==> config.mk <==
export PLATFORM = sky130hd
export DESIGN_NAME = icache_line_refill
export DESIGN_NICKNAME = d
export VERILOG_FILES = /design/src/rtl/icache_line_refill.sv
export SDC_FILE = /design/constraint.sdc
export NUM_CORES = 2
export LEC_CHECK = 0
export CORE_MARGIN = 2
export CORE_UTILIZATION = 55
export DETAILED_ROUTE_END_ITERATION = 16
export GPL_ROUTABILITY_DRIVEN = 0
export PLACE_DENSITY = 0.71
export SLEW_MARGIN = 20
export SYNTH_ARGS = -nofsm -noshare
export SYNTH_HDL_FRONTEND = slang
export SYNTH_SLANG_ARGS = --single-unit
==> constraint.sdc <==
create_clock -name clk -period 4.4 [get_ports clk]
set_input_delay 0.44 -clock clk [delete_from_list [all_inputs] [get_ports clk]]
set_output_delay 0.44 -clock clk [all_outputs]
set_load 0.02 [all_outputs]
==> src/rtl/icache_line_refill.sv <==
// rtl/icache_line_refill.sv - direct-mapped instruction cache with word-serial line refill
//
// Purpose: answers IF fetches combinationally on a hit; on a miss stalls IF and
// refills the whole line from backing memory, one outstanding word request at a time.
//
// Ports:
//   clk, reset                  clock, synchronous active-low reset
//   inst_mem_read_addr/_enable  fetch request from IF
//   inst_mem_read_data/_valid   fetched word, valid on a same-cycle hit
//   inst_mem_stall              hold IF's pc
//   invalidate                  pulse: clear every line valid bit
//   mem_req_valid/_ready/_addr  backing-memory word request handshake
//   mem_resp_valid/_data        backing-memory response word
module icache_line_refill #(
    parameter int LINES          = 16,
    parameter int WORDS_PER_LINE = 4
) (
    input  logic        clk,
    input  logic        reset,
    input  logic [31:0] inst_mem_read_addr,
    input  logic        inst_mem_read_enable,
    output logic [31:0] inst_mem_read_data,
    output logic        inst_mem_read_valid,
    output logic        inst_mem_stall,
    input  logic        invalidate,
    output logic        mem_req_valid,
    input  logic        mem_req_ready,
    output logic [31:0] mem_req_addr,
    input  logic        mem_resp_valid,
    input  logic [31:0] mem_resp_data
);

    localparam int OW = $clog2(WORDS_PER_LINE);
    localparam int IW = $clog2(LINES);
    localparam int OB = OW + 2;
    localparam int TW = 32 - OB - IW;

    typedef enum logic [1:0] {
        S_IDLE = 2'd0,
        S_REQ  = 2'd1,
        S_WAIT = 2'd2
    } state_t;

    state_t              r_state;
    state_t              w_next_state;
    logic [LINES-1:0]    r_valid;
    logic [TW-1:0]       r_tag  [LINES];
    logic [31:0]         r_data [LINES*WORDS_PER_LINE];
    logic [TW+IW-1:0]    r_refill_addr;   // {tag, index} of the line being refilled
    logic [OW-1:0]       r_k;
    logic                r_inv_pending;

    logic [TW-1:0]       w_tag;
    logic [IW-1:0]       w_index;
    logic [OW-1:0]       w_offset;
    logic                w_lookup;
    logic                w_hit;
    logic                w_miss;
    logic [IW-1:0]       w_refill_index;
    logic [TW-1:0]       w_refill_tag;
    logic                w_last;
    logic                w_fill;
    logic                w_unused_addr_bits;

    assign w_tag              = inst_mem_read_addr[31:OB+IW];
    assign w_index            = inst_mem_read_addr[OB+IW-1:OB];
    assign w_offset           = inst_mem_read_addr[OB-1:2];
    assign w_unused_addr_bits = ^inst_mem_read_addr[1:0];

    assign w_lookup       = (r_state == S_IDLE) && inst_mem_read_enable;
    assign w_hit          = r_valid[w_index] && (r_tag[w_index] == w_tag);
    assign w_miss         = w_lookup && !w_hit;
    assign w_refill_index = r_refill_addr[IW-1:0];
    assign w_refill_tag   = r_refill_addr[TW+IW-1:IW];
    assign w_last         = (r_k == OW'(WORDS_PER_LINE - 1));
    // A response is only consumed in WAIT; anything else is dropped.
    assign w_fill         = (r_state == S_WAIT) && mem_resp_valid;

    always_ff @(posedge clk) begin
        if (!reset) begin
            r_state <= S_IDLE;
        end else begin
            r_state <= w_next_state;
        end
    end

    always_comb begin
        w_next_state = r_state;
        case (r_state)
            S_IDLE:  if (w_miss) w_next_state = S_REQ;
            S_REQ:   if (mem_req_ready) w_next_state = S_WAIT;
            S_WAIT:  if (mem_resp_valid) w_next_state = w_last ? S_IDLE : S_REQ;
            default: w_next_state = S_IDLE;
        endcase
    end

    always_comb begin
        inst_mem_read_valid = w_lookup && w_hit;
        inst_mem_stall      = (r_state != S_IDLE) || w_miss;
        inst_mem_read_data  = r_data[{w_index, w_offset}];
        mem_req_valid       = (r_state == S_REQ);
        mem_req_addr        = '0;
        if (r_state == S_REQ) begin
            mem_req_addr = {r_refill_addr, r_k, 2'b00};
        end
    end

    always_ff @(posedge clk) begin
        if (!reset) begin
            r_valid       <= '0;
            r_inv_pending <= 1'b0;
            r_k           <= '0;
            r_refill_addr <= '0;
        end else if (r_state == S_IDLE) begin
            if (w_miss) begin
                r_refill_addr <= {w_tag, w_index};
                r_k           <= '0;
            end
            // The lookup above already used the pre-clear valid bits.
            if (invalidate) begin
                r_valid <= '0;
            end else if (w_miss) begin
                r_valid[w_index] <= 1'b0;
            end
        end else begin
            if (invalidate) begin
                r_inv_pending <= 1'b1;
            end
            if (w_fill) begin
                if (w_last) begin
                    // A flush seen during the refill also kills the fresh line.
                    if (r_inv_pending || invalidate) begin
                        r_valid       <= '0;
                        r_inv_pending <= 1'b0;
                    end else begin
                        r_valid[w_refill_index] <= 1'b1;
                    end
                end else begin
                    r_k <= r_k + 1'b1;
                end
            end
        end
    end

    // Tag and data arrays carry no reset; the valid bits guard them.
    always_ff @(posedge clk) begin
        if (reset && w_fill) begin
            r_data[{w_refill_index, r_k}] <= mem_resp_data;
            if (w_last) begin
                r_tag[w_refill_index] <= w_refill_tag;
            end
        end
    end

endmodule

==> impl_metrics.yaml <==
synthesis:
  async_flop_share_pct: 0
  ys_ff_latch: 2481
  post_synth_num_cell_types: 60
  synth_sequential_area_ratio_pct: 77.53
  synth_ff_type: "edfxtp_1"
  synthesis.area_sq_um: 95460
  number_of_warnings_issued_by_yosys: 0
  syn_inst: 4304
  synth-edff-count: 2432
  synth.avg_cell_area_sq_um: 22.18
routing:
  route.detailed.wl_per_inst_microns: 36.55
  avgViaCountPerCell: 6.873
  num_vias: 50241
  wirelength_microns: 267200
  detail_route.iter0.violations: 8001
  detail_route.first_pass.iterations: 7
  drcViolationCount: 0
  ant_nets: 0
flow_run:
  maxCapViolations: 0
timing:
  timing.final.setup_violations: 0
  count_of_final_max_slew_check_failures: 0
  post-route-min-period_ns: 4.241
  slew-limit-headroom_pct: 20.75
  clock.fmax_mhz: 235.8
  final_min_period_over_clock_period_pct: 96.38
  fin_skew_ns: 0.06092
  report.final.hold_viol_count: 0
  rsz0062_at_grt: "false"
  worstMarginPinSlew_ns: 1.185
  final.setup.worst_slack_ns: 0.1594
setup_path:
  crit_type: "register to output port"
  critical-path-top-cell-by-count: "mux2i_1"
  worstSetupStartpointType: "register"
  path_buf_inv: 2
  crit_path_max_incr_delay_ns: 0.47
  cp_cell_sequence: "mux4_2 > mux2i_1 > xor2_2 > mux2i_1 > a2111oi_0 > nand3_1 > buf_4 > nor4b_1 > clkbuf_2"
  critPathMaxFanout: 31
  crit_path_top_delay_cell: "mux4_2"
  worstSetupEndpointType: "output port"
  critical_path.top_delay_family: "multiplexers"
  crit_required_ns: 3.96
  crit_arrival_ns: 3.80
cts:
  cts_tree: "built"
  cts-htree-levels: 4
  clock_sink_count: 2481
  max-clock-path-buffers: 3
  worst_setup_hold_path_clk_slew_ns: 0.06
  insertion_delay_ns: 0.89
  cts_root_buffer: "clkbuf_16"
  tritoncts.num_buffers: 230
power:
  seqPwrFrac_pct: 54.0
  clock_power_share_pct: 40.8
  power.density_cell_area_nw_per_um2: 440.0
  share_comb_of_total_power_pct: 5.2
  int_power_mw: 38.04
  max-vdd-ir-drop_v: 0.0004548
  design_power_total_mw: 48.54
  netSwitchingPower_mw: 10.49
  power.switching_fraction_pct: 21.62
  p_leak_nw: 34.81
global_route:
  first_global_vias: 49111
  grt_first_pass_wirelength_microns: 371900
  groute.usage.overall_pct: 30.53
  grt.overflow.total: 0
  pin_count_of_the_biggest_net_entering_global_routing: 72
  antenna_found_initial: 11
final_layout:
  finish.net_count: 4863
  ratio_of_cells_with_drive_above_1_in_the_final_layout_pct: 30.47
  synthToLayoutAreaGrowth_pct: 15.56
  final_area_sq_um: 110300
  filler_cell_count: 11152
die:
  core_region_area_sq_um: 172100
  initial_core_util_pct: 55.46
  num_io_pins: 137
  chipWidth_microns: 420.6
  die_height_microns: 420.6
  fp-row-count: 152
  die_area_sq_um: 176900
min_path:
  min_path_type: "input pin to register"
placed_design:
  buffer_ports.inserted: 132
  place_worst_setup_slack_ns: -0.1081
  dpl_cell_area_sq_um: 102600
  post-dp-hpwl_microns: 153200
outcome:
  status: "finished clean"
-- final timing paths --
check,cells past startpoint,slack [ns],end,startpoint
worst min register to register,2,0.49,r_inv_pending,r_inv_pending
worst max register to register,7,0.70,r_data[4][23],r_state[1]
worst min-delay path,1,0.07,r_data[49][10],mem_resp_data[10]
worst max-delay path,9,0.16,inst_mem_read_valid,r_tag[14][16]
-- routing by layer --
| layer | global-route usage [%] | routed length [microns] | vias up |
|---|---|---|---|
| met5 | 0 | 23 | - |
| met4 | 11.64 | 11470 | 4 |
| met3 | 6.968 | 32680 | 615 |
| met2 | 47.90 | 127000 | 3655 |
| met1 | 42.32 | 96000 | 26647 |
| li1 | - | - | 19320 |
-- synthesized netlist by cell type, types with 14 or more instances --
library cell	count	share of area (%)
mux4_2	631	15
edfxtp_1	2432	77
nand4_1	21	0.14
inv_1	14	0.055
and2_1	36	0.24
xnor2_1	18	0.17
o311ai_0	18	0.17
o21ai_0	61	0.32
buf_2	36	0.19
a21oi_1	61	0.32
dfxtp_1	49	1.0
nand2_1	67	0.26
nor2_1	145	0.57
clkbuf_1	138	0.54
a22oi_1	162	1.3
nand3_1	26	0.14
and3_1	32	0.21
o311ai_1	14	0.13
mux2i_1	93	0.98
buf_1	53	0.21
-- through the flow --
stage	std cells	hold WS (ns)	TNS [ns]	utilization, %
2_1_floorplan	4305	0.4489	0	-
3_3_place_gp	6865	0.4618	-0.2487	59.61
3_5_place_dp	6865	0.4726	-0.1773	59.61
4_1_cts	7300	0.1225	0	64.03
5_1_grt	7307	0.08920	0	64.09
6_report	7310	0.07071	0	64.09
-- registers in the layout, indices dropped and copies added, names as in the netlist --
register and cells:
r_data 2048, r_tag 384, r_refill_addr 28, r_valid 16, r_k 2, r_state 2
r_inv_pending 1
-- worst register-to-register path: stages (launching register included) --
cell	delay, ns
dfxtp_1	0.52
inv_1	0.17
nor2_1	0.16
and3_1	0.38
nor2b_1	0.34
nand2_1	0.63
nor2_4	0.83
buf_12	0.30
-- cell families after synthesis --
group / after synthesis / share of synthesized area [%]
AO/OA/AOI/OAI: 406 / 3.030
XOR/XNOR: 31 / 0.2844
adder cells (fa/ha/maj): 1 / 0.01310
buffers and inverters: 259 / 1.160
flip-flops: 2481 / 77.53
multiplexers: 734 / 15.98
other: 1 / 0.003928
AND/OR/NAND/NOR: 391 / 1.998
-- cell type report --
type,count,area (sq um),share of cell area [%]
Tap cell,2310,2890,2.620
Antenna cell,5,12.51,0.01134
Multi-Input combinational cell,1565,21070,19.10
Clock buffer,283,6047,5.482
Clock inverter,152,1528,1.385
Inverter,15,58.81,0.05331
Sequential cell,2481,74010,67.09
Timing Repair Buffer,499,4697,4.258
-- cells in the final DEF (no fill, tap or decap), drive strengths merged, types with 32 or more instances in the layout --
cell type / instances
edfxtp: 2432
mux4: 631
buf: 413
clkbuf: 285
a22oi: 162
nor2: 146
clkinv: 113
mux2i: 93
clkdlybuf4s50: 82
nand2: 67
a21oi: 61
o21ai: 61
dfxtp: 49
and2: 36
and3: 32
o311ai: 32
-- power groups by stage --
stage	registers, mW	clock network (mW)	logic, mW
final	26.2	19.8	2.51
after global routing	26.2	20.8	2.64
after global placement	26.7	0	2.43
after CTS	26.2	20.0	2.49
after floorplan	26.6	0	1.33
after detailed placement	26.7	0	2.47
-- what timing repair did --
| action | in CTS | in global routing |
|---|---|---|
| hold endpoints to repair | 0 | 32 |
| cloned | 0 | 0 |
| setup buffers | 0 | 0 |
| hold buffers | 0 | 2 |
| endpoints found under the setup margin | 2 | 2 |
| pin swaps | 0 | 2 |
| resized for setup | 9 | 7 |
Note: power is estimated with default switching activity, not from simulation.
